File: src/rtl/approx_mac_pkg.sv
`default_nettype none
// ============================================================================
// approx_mac_pkg : shared widths, FSM state encoding and saturating add
// Rev 1.0
// ============================================================================
package approx_mac_pkg;

    localparam int PP_W  = 16;
    localparam int ACC_W = 24;
    localparam int CNT_W = 8;

    typedef enum logic [1:0] {
        IDLE  = 2'd0,
        ACCUM = 2'd1,
        STALL = 2'd2
    } state_t;

    typedef logic signed [ACC_W-1:0] acc_t;
    typedef logic [CNT_W-1:0]        cnt_t;

    localparam acc_t ACC_MAX = {1'b0, {(ACC_W-1){1'b1}}};
    localparam acc_t ACC_MIN = {1'b1, {(ACC_W-1){1'b0}}};
    localparam cnt_t CNT_MAX = '1;
    localparam cnt_t CNT_ONE = {{(CNT_W-1){1'b0}}, 1'b1};

    // Returns {clamped, result}; overflow shows as the two top bits of the
    // one-bit-wider sum disagreeing, and the wider MSB gives the true sign.
    function automatic logic [ACC_W:0] sat_add(input acc_t a, input acc_t b);
        logic [ACC_W:0] wide;
        wide = {a[ACC_W-1], a} + {b[ACC_W-1], b};
        if (wide[ACC_W] != wide[ACC_W-1]) begin
            return wide[ACC_W] ? {1'b1, ACC_MIN} : {1'b1, ACC_MAX};
        end
        return {1'b0, wide[ACC_W-1:0]};
    endfunction

endpackage
`default_nettype wire

File: src/rtl/approx_mac_accum_if.sv
`default_nettype none
// ============================================================================
// approx_mac_accum_if : beat-in / result-out handshake bundle of the accumulator
// Rev 1.0
// ============================================================================
interface approx_mac_accum_if;
    import approx_mac_pkg::*;

    logic             in_valid;
    logic             in_ready;
    logic [PP_W-1:0]  in_sum;
    logic [PP_W-1:0]  in_carry;
    logic             in_last;
    logic             comp_enable;
    logic             out_valid;
    logic             out_ready;
    logic [ACC_W-1:0] out_acc;
    logic [CNT_W-1:0] out_count;
    logic             out_sat;

    // Accumulator side
    modport slave (
        input  in_valid, in_sum, in_carry, in_last, out_ready,
        output in_ready, comp_enable, out_valid, out_acc, out_count, out_sat
    );

    // Compressor tree / consumer side
    modport master (
        output in_valid, in_sum, in_carry, in_last, out_ready,
        input  in_ready, comp_enable, out_valid, out_acc, out_count, out_sat
    );

endinterface
`default_nettype wire

File: src/rtl/approx_cs_resolve.sv
`default_nettype none
// ============================================================================
// approx_cs_resolve : sign-extend carry-save pair and add carry at weight x2
// Rev 1.0
// ============================================================================
module approx_cs_resolve #(
    parameter int PP_W  = 16,
    parameter int ACC_W = 24
) (
    input  wire logic [PP_W-1:0]         sum,
    input  wire logic [PP_W-1:0]         carry,
    output logic signed [ACC_W-1:0]      addend
);

    logic [ACC_W-1:0] w_sum_ext;
    logic [ACC_W-1:0] w_carry_ext;
    logic [ACC_W-1:0] w_carry_x2;

    // Extend before shifting so the carry's sign survives the x2 weight.
    assign w_sum_ext   = {{(ACC_W-PP_W){sum[PP_W-1]}}, sum};
    assign w_carry_ext = {{(ACC_W-PP_W){carry[PP_W-1]}}, carry};
    assign w_carry_x2  = {w_carry_ext[ACC_W-2:0], 1'b0};
    assign addend      = w_sum_ext + w_carry_x2;

endmodule
`default_nettype wire

File: src/rtl/approx_mac_accum.sv
`default_nettype none
// ============================================================================
// approx_mac_accum : two-stage saturating accumulator behind the compressor tree
// Rev 1.0
// ============================================================================
module approx_mac_accum
    import approx_mac_pkg::*;
(
    input  wire logic         clk,
    input  wire logic         rst_n,
    input  wire logic         clear,
    approx_mac_accum_if.slave bus
);

    acc_t           w_addend;
    logic           w_stall;
    logic           w_in_ready;
    logic           w_accept;
    logic           w_advance;
    logic [ACC_W:0] w_sum_sat;
    logic           w_sat_hit;
    acc_t           w_acc_next;
    cnt_t           w_cnt_next;

    acc_t   r_a_add;
    logic   r_a_last;
    logic   r_a_vld;
    acc_t   r_acc;
    cnt_t   r_cnt;
    logic   r_sat;
    logic   r_out_valid;
    acc_t   r_out_acc;
    cnt_t   r_out_count;
    logic   r_out_sat;
    state_t r_state;

    approx_cs_resolve #(
        .PP_W  (PP_W),
        .ACC_W (ACC_W)
    ) u_resolve (
        .sum    (bus.in_sum),
        .carry  (bus.in_carry),
        .addend (w_addend)
    );

    // Only a last beat can be blocked, and only by an unconsumed result.
    assign w_stall    = r_a_vld && r_a_last && r_out_valid && !bus.out_ready;
    assign w_in_ready = rst_n && !w_stall && !clear;
    assign w_accept   = bus.in_valid && w_in_ready;
    assign w_advance  = r_a_vld && !w_stall;

    assign w_sum_sat  = sat_add(r_acc, r_a_add);
    assign w_sat_hit  = w_sum_sat[ACC_W];
    assign w_acc_next = w_sum_sat[ACC_W-1:0];
    assign w_cnt_next = (r_cnt == CNT_MAX) ? r_cnt : r_cnt + CNT_ONE;

    always_ff @(posedge clk or negedge rst_n) begin
        if (!rst_n) begin
            r_a_add     <= '0;
            r_a_last    <= 1'b0;
            r_a_vld     <= 1'b0;
            r_acc       <= '0;
            r_cnt       <= '0;
            r_sat       <= 1'b0;
            r_out_valid <= 1'b0;
            r_out_acc   <= '0;
            r_out_count <= '0;
            r_out_sat   <= 1'b0;
            r_state     <= IDLE;
        end else if (clear) begin
            r_a_vld     <= 1'b0;
            r_acc       <= '0;
            r_cnt       <= '0;
            r_sat       <= 1'b0;
            r_out_valid <= 1'b0;
            r_state     <= IDLE;
        end else begin
            // Stage A
            if (w_accept) begin
                r_a_add  <= w_addend;
                r_a_last <= bus.in_last;
                r_a_vld  <= 1'b1;
            end else if (w_advance) begin
                r_a_vld  <= 1'b0;
            end

            // Stage B: a last beat publishes and restarts the vector in one edge
            if (w_advance) begin
                if (r_a_last) begin
                    r_out_acc   <= w_acc_next;
                    r_out_count <= w_cnt_next;
                    r_out_sat   <= r_sat || w_sat_hit;
                    r_acc       <= '0;
                    r_cnt       <= '0;
                    r_sat       <= 1'b0;
                end else begin
                    r_acc       <= w_acc_next;
                    r_cnt       <= w_cnt_next;
                    r_sat       <= r_sat || w_sat_hit;
                end
            end

            if (w_advance && r_a_last) begin
                r_out_valid <= 1'b1;
            end else if (r_out_valid && bus.out_ready) begin
                r_out_valid <= 1'b0;
            end

            case (r_state)
                IDLE: begin
                    if (w_stall)                    r_state <= STALL;
                    else if (r_a_vld && !r_a_last)  r_state <= ACCUM;
                end
                ACCUM: begin
                    if (w_stall)                    r_state <= STALL;
                    else if (r_a_vld && r_a_last)   r_state <= IDLE;
                end
                STALL: begin
                    if (!w_stall)                   r_state <= IDLE;
                end
                default:                            r_state <= IDLE;
            endcase
        end
    end

    assign bus.in_ready    = w_in_ready;
    assign bus.comp_enable = w_in_ready;
    assign bus.out_valid   = r_out_valid;
    assign bus.out_acc     = r_out_acc;
    assign bus.out_count   = r_out_count;
    assign bus.out_sat     = r_out_sat;

endmodule
`default_nettype wire

File: src/flat_wrapper.sv
// flat-port wrapper written by rule: the top's interface ports become plain ports
module approx_mac_accum_flat import approx_mac_pkg::*;
  (clk, rst_n, clear, bus_in_valid, bus_in_sum, bus_in_carry, bus_in_last, bus_out_ready, bus_in_ready, bus_comp_enable, bus_out_valid, bus_out_acc, bus_out_count, bus_out_sat);
  approx_mac_accum_if bus_i ();
  input  wire logic clk;
  input  wire logic rst_n;
  input  wire logic clear;
  input wire logic [$bits(bus_i.in_valid)-1:0] bus_in_valid;
  input wire logic [$bits(bus_i.in_sum)-1:0] bus_in_sum;
  input wire logic [$bits(bus_i.in_carry)-1:0] bus_in_carry;
  input wire logic [$bits(bus_i.in_last)-1:0] bus_in_last;
  input wire logic [$bits(bus_i.out_ready)-1:0] bus_out_ready;
  output wire logic [$bits(bus_i.in_ready)-1:0] bus_in_ready;
  output wire logic [$bits(bus_i.comp_enable)-1:0] bus_comp_enable;
  output wire logic [$bits(bus_i.out_valid)-1:0] bus_out_valid;
  output wire logic [$bits(bus_i.out_acc)-1:0] bus_out_acc;
  output wire logic [$bits(bus_i.out_count)-1:0] bus_out_count;
  output wire logic [$bits(bus_i.out_sat)-1:0] bus_out_sat;
  assign bus_i.in_valid = bus_in_valid;
  assign bus_i.in_sum = bus_in_sum;
  assign bus_i.in_carry = bus_in_carry;
  assign bus_i.in_last = bus_in_last;
  assign bus_i.out_ready = bus_out_ready;
  assign bus_in_ready = bus_i.in_ready;
  assign bus_comp_enable = bus_i.comp_enable;
  assign bus_out_valid = bus_i.out_valid;
  assign bus_out_acc = bus_i.out_acc;
  assign bus_out_count = bus_i.out_count;
  assign bus_out_sat = bus_i.out_sat;
  approx_mac_accum u_core (.clk(clk), .rst_n(rst_n), .clear(clear), .bus(bus_i));
endmodule
File: config.mk
export PLATFORM = sky130hd
export DESIGN_NAME = approx_mac_accum_flat
export DESIGN_NICKNAME = d
export VERILOG_FILES = /design/src/rtl/approx_mac_pkg.sv /design/src/rtl/approx_mac_accum_if.sv /design/src/rtl/approx_cs_resolve.sv /design/src/rtl/approx_mac_accum.sv /design/src/flat_wrapper.sv
export SDC_FILE = /design/constraint.sdc
export NUM_CORES = 1
export LEC_CHECK = 0
export CAP_MARGIN = 10
export CORE_UTILIZATION = 25
export CTS_BUF_LIST = sky130_fd_sc_hd__clkbuf_8
export DETAILED_ROUTE_END_ITERATION = 16
export SYNTH_ARGS = -nofsm -noshare
export SYNTH_HDL_FRONTEND = slang
export SYNTH_SLANG_ARGS = --single-unit
File: constraint.sdc
create_clock -name clk -period 10.4 [get_ports clk]
set_clock_uncertainty 0.1 [all_clocks]
set_input_delay 1.56 -clock clk [delete_from_list [all_inputs] [get_ports clk]]
set_output_delay 1.56 -clock clk [all_outputs]
set_load 0.02 [all_outputs]
Yosys cells after proc, flatten, opt, wreduce, memory -nomap -nowiden --
Index checks and enable logic that the tools add are counted. Widths: inputs -> output; s select.
Word-level totals: register bits 87, input bits 38, word-level logic and storage cells 54, bits in latches 0, memories 0, output and inout port bits 36, ROM bits 0, RAM bits 0
Cells by class: bitwise logic cells 1, order comparisons 0, $mul 0, div/mod/pow operators 0, add/subtract/negate cells 3, equality and inequality tests 2, mux-type cells 20, reduce and logical (&&, ||, !) cells 18, shifts and indexed selects 0
Operators with widths (number):
- $mux 24 | 4
- $mux 25 | 2
- $mux 8 | 4
- $add 24x18->25 | 1
- $add 16x17->18 | 1
- $mux 1 | 10
- $logic_and 1x1->1 | 9
- $add 8x1->8 const B | 1
- $eq 8x8->1 const B | 1
- $reduce_bool 3->1 | 2
- $logic_not 1->1 | 3
- $reduce_and 3->1 | 1
- $reduce_and 2->1 | 1
- $reduce_bool 2->1 | 1
- $logic_or 1x1->1 | 1
- $ne 1x1->1 | 1
- $not 1->1 | 1

Longest topological paths before layout --
Gate-level depths: netlist of the first run.
depth after elaboration 9, mapped depth 16, gate-level depth less buffers 15

Cells and area by module --
From an unflattened synthesis of the first run, not the netlist that was laid out.
Unflattened totals: cell total of the unflattened synthesis 649, area, all modules 6057.1 um^2
By module, submodules not included:
- approx_mac_accum | times used 1, cells each 542, area each 5228.8 um^2
- approx_cs_resolve | times used 1, cells each 107, area each 828.3 um^2

Worst setup path before layout of the first run --
Ideal clock, no wire load.
path kind input to output, start in bus_out_ready, end out bus_in_ready, setup slack 6.018 ns, stages on the path 4, required time 8.740 ns, arrival 2.722 ns, buffers on the path 1, cell sequence nand3b_1 > nor2_1 > nor3b_1 > buf_4
Between the ends: longest elaborated chain between the ends 5
RTL lines:
- start, declared | RTL line flat_wrapper.sv:12 | input wire logic [$bits(bus_i.out_ready)-1:0] bus_out_ready;
- $logic_not 1->1 | RTL line approx_mac_accum.sv:47 | assign w_stall = r_a_vld && r_a_last && r_out_valid && !bus.out_ready;
- $logic_and 1x1->1 | RTL line approx_mac_accum.sv:47
- $logic_not 1->1 | RTL line approx_mac_accum.sv:48 | assign w_in_ready = rst_n && !w_stall && !clear;
- $logic_and 1x1->1 (2 in series) | RTL line approx_mac_accum.sv:48
- end, declared | RTL line flat_wrapper.sv:13 | output wire logic [$bits(bus_i.in_ready)-1:0] bus_in_ready;
No other way between the ends.

Worst setup path in the final report of the first run --
start in bus_out_ready, end out bus_comp_enable
Between the ends: longest elaborated chain between the ends 5
RTL lines:
- $logic_not 1->1 | RTL line approx_mac_accum.sv:47
- $logic_and 1x1->1 | RTL line approx_mac_accum.sv:47
- $logic_not 1->1 | RTL line approx_mac_accum.sv:48
- $logic_and 1x1->1 (2 in series) | RTL line approx_mac_accum.sv:48
- end, declared | RTL line flat_wrapper.sv:14 | output wire logic [$bits(bus_i.comp_enable)-1:0] bus_comp_enable;
No other way between the ends.

==> flow_summary.yaml, run 1 <==
run_status:
  status: "completed"
sta:
  fin_setup_tns_ns: 0
  final.setup.worst_slack_ns: 5.12
  min_period_ns: 5.28
  setup_violations: 0
  fmax_ghz: 0.189
  maxSlewViolCount: 0
  tightest_slew_ns: 1.12
  relSlewSlack: 0.253
  post-route-period-util: 0.508
  finalHoldViolCount: 0
  rsz0062_at_grt: "no"
global_route:
  grt.total_usage: 0.118
  grt_pass1_vias: 4014
  antenna_found_initial: 0
  grt.overflow.total: 0
  use_met1: 0.165
  use_met3: 0.0162
  grt_max_degree: 65
  grt_pass1_wl_um: 20800
  grt_use_met2: 0.179
  busiest_layer: "met2"
clocking:
  clockBufferDepth: 2
  cts.htree.levels: 3
  cts_tree: "built"
  cts_hold_buf: 0
  path_clk_slew_ns: 0.08
  cts_resized: 0
  cts_buffers: 9
  root_buffer: "clkbuf_8"
  cts.sinks: 87
  insertion_delay_ns: 0.37
  cts_setup_buffers: 0
place:
  pre_cts_slack_ns: 5.02
  gp_congestion: 0.786
  dp_cells: 885
  io_buffers: 73
  dp_hpwl_um: 9230
  place_area_sq_um: 6460
synth:
  yosys.area.top_type_share: 0.400
  synth_common_cells: "dfrtp_1, o21ai_0, nand2_1, ha_1"
  yosysTopAreaCell: "dfrtp_1"
  yosysWarnings: 0
  yosysUniqueCellTypes: 56
  ys_async_sr_fraction: 1.00
  ys_ff_latch: 87
  synthesis.area_sq_um: 5440
  ys.flop_type: "dfrtp_1"
  syn_area_per_cell_sq_um: 9.87
  ys_seq_area_frac: 0.400
  syn_inst: 551
  synth_area_leaders: "dfrtp_1, ha_1, o21ai_0, nand2_1, mux2_4"
  yosys.cell_count.top_type: "dfrtp_1"
  synth_edf_count: 0
  synth_nets: 634
die:
  die_h_um: 150
  ios: 74
  dieArea_sq_um: 22400
  die_x_um: 150
  fp-row-count: 53
  start_util: 0.257
  core_area_sq_um: 21200
setup_path:
  rr_worst_depth: 15
  timing.rr.start: "u_core.r_acc[1]$_DFFE_PN0P_"
  crit_path_start_kind: "input port"
  endpoint: "bus_comp_enable"
  cp_cell_sequence: "clkdlybuf4s50_1 > nand3b_1 > nor2_1 > nor3b_1 > clkdlybuf4s50_1"
  arrival_ns: 3.62
  crit_top_cell: "clkdlybuf4s50_1"
  timing.rr.end: "u_core.bus.out_acc[4]$_DFFE_PN0P_"
  slowest_stage: "clkdlybuf4s50_1"
  end_kind: "output pin"
  ff2ff_setup_slack_ns: 6.21
  cpPeakStageDelay_ns: 0.74
  cp.required_ns: 8.74
  worstPathMaxFanout: 6
  critPathLaunch: "bus_out_ready"
  path_class: "in2out"
routing:
  wl_per_cell_um: 13.9
  drc: 0
  drt-total-wl_um: 12500
  drt_iter0_drc: 207
  via_per_inst: 4.63
  vias: 4169
  first_pass_iters: 4
  ant_nets: 0
min_path:
  min_from: "u_core.bus.out_count[1]$_DFFE_PN0P_"
  hp-class: "reg2reg"
finish:
  nets: 704
  area_delta_synth_final_pct: 22.2
  nFillCells: 2164
  drive_gt1_frac: 0.109
  diodes: 0
  layout.cells.non_filler: 901
  final_area_sq_um: 6650
flow_run:
  cap_violations: 0
pwr:
  leakage_uw: 0.00299
  power_per_cell_area_nw_per_um2: 186
  ir_drop_mv: 0.0688
## registers in the layout (all words and copies together) (netlist names)
register / flops
u_core.r_acc: 24
u_core.bus.out_count: 8
u_core.r_a_last: 1
u_core.bus.out_valid: 1
u_core.r_cnt: 8
u_core.r_a_add: 18
u_core.bus.out_sat: 1
u_core.r_sat: 1
u_core.bus.out_acc: 24
u_core.r_a_vld: 1
## cells in the final DEF (no fill, tap or decap), types with 4 or more instances in the layout
| cell type | instances |
|---|---|
| dfrtp_1 | 87 |
| clkdlybuf4s50_1 | 72 |
| o21ai_0 | 59 |
| nand2_1 | 57 |
| ha_1 | 43 |
| nor2_1 | 29 |
| a21oi_1 | 28 |
| a22o_1 | 22 |
| inv_1 | 19 |
| xnor2_1 | 19 |
| xor2_1 | 15 |
| a21o_1 | 14 |
| o21ai_2 | 14 |
| mux2_4 | 13 |
| mux2_2 | 10 |
| clkbuf_8 | 10 |
| nand3_1 | 9 |
| a31oi_1 | 8 |
| nor3b_1 | 7 |
| nand4_1 | 7 |
| buf_4 | 7 |
| nand2b_1 | 6 |
| o31ai_1 | 5 |
| o21a_1 | 5 |
| o21bai_1 | 5 |
| and2_1 | 4 |
| and3_1 | 4 |
## power breakdown
part           internal [uW]  switching (uW)  total, uW  leakage [uW]
clock                    115             121        236      0.000108
combinational            250             291        541       0.00174
sequential               410            51.0        461       0.00114
total                    775             463       1240       0.00299
## worst max-delay path: cells and delay by family
kind	cells	cell delay, ns
buffers and inverters	2	1.20
and+or+nand+nor	3	0.86
## per-layer routing
layer,up-vias,routed length [um],share of wire
li1,2148,-,-
met4,0,222,0.018
met2,64,5580,0.45
met5,-,0,0
met1,1945,6340,0.51
met3,12,354,0.028
## layout make-up
| cell class | count | area, sq um | share of cell area |
|---|---|---|---|
| Clock inverter | 6 | 52.6 | 0.00791 |
| Timing Repair Buffer | 79 | 773 | 0.116 |
| Multi-Input combinational cell | 427 | 3100 | 0.466 |
| Sequential cell | 87 | 2180 | 0.327 |
| Clock buffer | 10 | 138 | 0.0207 |
| Inverter | 17 | 63.8 | 0.00960 |
| Tap cell | 275 | 344 | 0.0518 |
## per-stage QoR
stage / utilization / total power, uW / hold WS, ns
2_1_floorplan: - / 816 / 0.353
3_3_place_gp: 0.305 / 1010 / 0.365
3_5_place_dp: 0.305 / 1020 / 0.371
4_1_cts: 0.314 / 1260 / 0.390
5_1_grt: 0.314 / 1320 / 0.418
6_report: 0.314 / 1240 / 0.385
## how the worst min path moves through the flow
stage	endpoint	slack [ns]	cells after the start
3_3_place_gp	u_core.bus.out_count[0]$_DFFE_PN0P_	0.36	2
4_1_cts	u_core.bus.out_count[0]$_DFFE_PN0P_	0.39	2
3_5_place_dp	u_core.bus.out_count[0]$_DFFE_PN0P_	0.37	2
2_1_floorplan	u_core.r_a_add[15]$_DFFE_PN0P_	0.35	2
6_report	u_core.bus.out_count[1]$_DFFE_PN0P_	0.38	2
5_1_grt	u_core.bus.out_count[5]$_DFFE_PN0P_	0.42	2
## cells by family (layout without fill, tap and decap cells)
logic type      count (synthesis)  after routing  synth area share
compound gates                186            186             0.230
xor+xnor                       34             34            0.0548
fa+ha+maj                      45             45             0.106
buf+inv                        37            112            0.0306
flops                          87             87             0.400
mux                            25             25            0.0603
simple gates                  137            137             0.118
Power figures use the tool's default switching activity.
==> run 2, diff against run 1 <==
- clock period: 10.4 -> 4.8 ns (I/O delays scaled with it)
==> run 2 against run 1 <==
Critical path depth grew 10. Setup slack got worse by 4.5 ns. Total power increased by 120%. Clock-buffer cell count did not move. Sequential power increased by 120%. Core utilization is essentially flat. Register-to-register slack got worse by 5.6 ns. Critical path type is now reg2reg. Critical endpoint is now u_core.bus.out_acc[12]$_DFFE_PN0P_.
==> flow_summary.yaml, run 2 (synthesis gave the netlist of run 1 again) <==
die:
  start_util: 0.257
  dieArea_sq_um: 22400
  fp-row-count: 53
  ios: 74
  die_h_um: 150
  core_area_sq_um: 21200
  die_x_um: 150
finish:
  multiInputGateArea_sq_um: 3100
  area_delta_synth_final_pct: 22.4
  final_area_sq_um: 6660
  final_common_cell: "dfrtp_1"
  diodes: 0
  drive_gt1_frac: 0.108
  nets: 705
  finish.utilization: 0.315
  final_cell_mix: "dfrtp_1, clkdlybuf4s50_1, o21ai_0"
  regArea_sq_um: 2180
  nFillCells: 2181
place:
  dp_hpwl_um: 9390
  io_buffers: 73
  place_area_sq_um: 6460
  gp_congestion: 0.837
sta:
  finalHoldViolCount: 0
  rsz0062_at_grt: "no"
  fin_setup_tns_ns: 0
  post-route-period-util: 0.871
  fmax_ghz: 0.239
  setup_violations: 0
  relSlewSlack: 0.266
  maxSlewViolCount: 0
  tightest_slew_ns: 1.10
  min_period_ns: 4.18
global_route:
  antenna_found_initial: 0
  grt_max_degree: 70
  grt_pass1_vias: 4078
  grt_pass1_wl_um: 21300
  grt.total_usage: 0.121
  grt.overflow.total: 0
routing:
  ant_nets: 0
  first_pass_iters: 4
  vias: 4239
  via_per_inst: 4.70
  drt-total-wl_um: 12900
  drc: 0
  wl_per_cell_um: 14.3
  drt_iter0_drc: 196
run_status:
  status: "completed"
min_path:
  hp-class: "in2async"
setup_path:
  crit_path_start_kind: "register"
  end_kind: "register"
  path_class: "reg2reg"
  worstPathMaxFanout: 19
  arrival_ns: 4.34
  cp.required_ns: 4.96
pwr:
  leakage_uw: 0.00299
  power_per_cell_area_nw_per_um2: 404
  ir_drop_mv: 0.160
clocking:
  cts.htree.levels: 3
  root_buffer: "clkbuf_8"
  clockBufferDepth: 2
  path_clk_slew_ns: 0.08
  cts_hold_buf: 0
  cts.sinks: 87
  cts_setup_buffers: 0
  cts_buffers: 9
  insertion_delay_ns: 0.37
  cts_tree: "built"
  cts_resized: 0
flow_run:
  cap_violations: 0
==> run 2: cell count changes in the layout (fill, tap and decap cells not counted) <==
cell	previous run	this run
clkinv_2	3	1
buf_4	7	8
inv_1	19	20
clkinvlp_4	0	1
==> run 2: routing by layer <==
layer  share of wire  up-vias  GRT usage
li1                -     2138          -
met1            0.50     2010      0.166
met2            0.45       78      0.191
met3           0.035       13     0.0213
met4           0.012        0     0.0398
met5               0        -          0
==> run 2: critical path: stages, from the launching register on <==
cell and delay, ns:
dfrtp_1 0.40, ha_1 0.38, a21o_1 0.22, a31o_1 0.18, a221o_1 0.41, o2111ai_2 0.20, nand2_1 0.13, a211oi_2 0.25
o21bai_1 0.11, a21oi_2 0.19, xnor2_1 0.14, ha_1 0.27, o211ai_2 0.42, buf_4 0.32, o21ai_2 0.08, mux2_4 0.26
==> run 2: report_power, final <==
group	internal, uW	switching (uW)	total (uW)
clock	248	257	506
combinational	546	633	1180
sequential	888	116	1000
==> run 2: area by class of cell <==
cell class,count,area share
clock buffer,10,0.0207
clock inverter,6,0.00808
inverter,17,0.00959
multi-input combinational,427,0.466
sequential,87,0.327
tap,275,0.0517
timing repair buffer,80,0.117
==> run 2: through the flow <==
step,total power (uW),hold slack [ns],cells,setup WS [ns]
after floorplan,1770,0.324,551,1.17
after global placement,2200,0.362,886,0.691
after detailed placement,2220,0.374,886,0.639
after CTS,2730,0.123,902,0.597
after global routing,2870,0.123,902,0.266
final,2690,0.117,902,0.621
==> run 2: worst paths after layout <==
check / startpoint / to / slack [ns] / cells after the start
setup / recovery: u_core.r_acc[9]$_DFFE_PN0P_ / u_core.bus.out_acc[12]$_DFFE_PN0P_ / 0.62 / 15
hold / removal: rst_n / u_core.r_cnt[5]$_DFFE_PN0P_ / 0.12 / 1
setup reg to reg: u_core.r_acc[9]$_DFFE_PN0P_ / u_core.bus.out_acc[12]$_DFFE_PN0P_ / 0.62 / 15
hold reg to reg: u_core.bus.out_count[4]$_DFFE_PN0P_ / u_core.bus.out_count[4]$_DFFE_PN0P_ / 0.38 / 2
max in group asynchronous: rst_n / u_core.bus.out_acc[10]$_DFFE_PN0P_ / 3.34 / 2
min in group clk: u_core.bus.out_count[4]$_DFFE_PN0P_ / u_core.bus.out_count[4]$_DFFE_PN0P_ / 0.38 / 2
==> run 3, diff against run 2 <==
- HOLD_SLACK_MARGIN: unset -> 0.03
==> results of run 3 <==
Same layout as run 2: the final DEF is identical, and so are final timing and power.
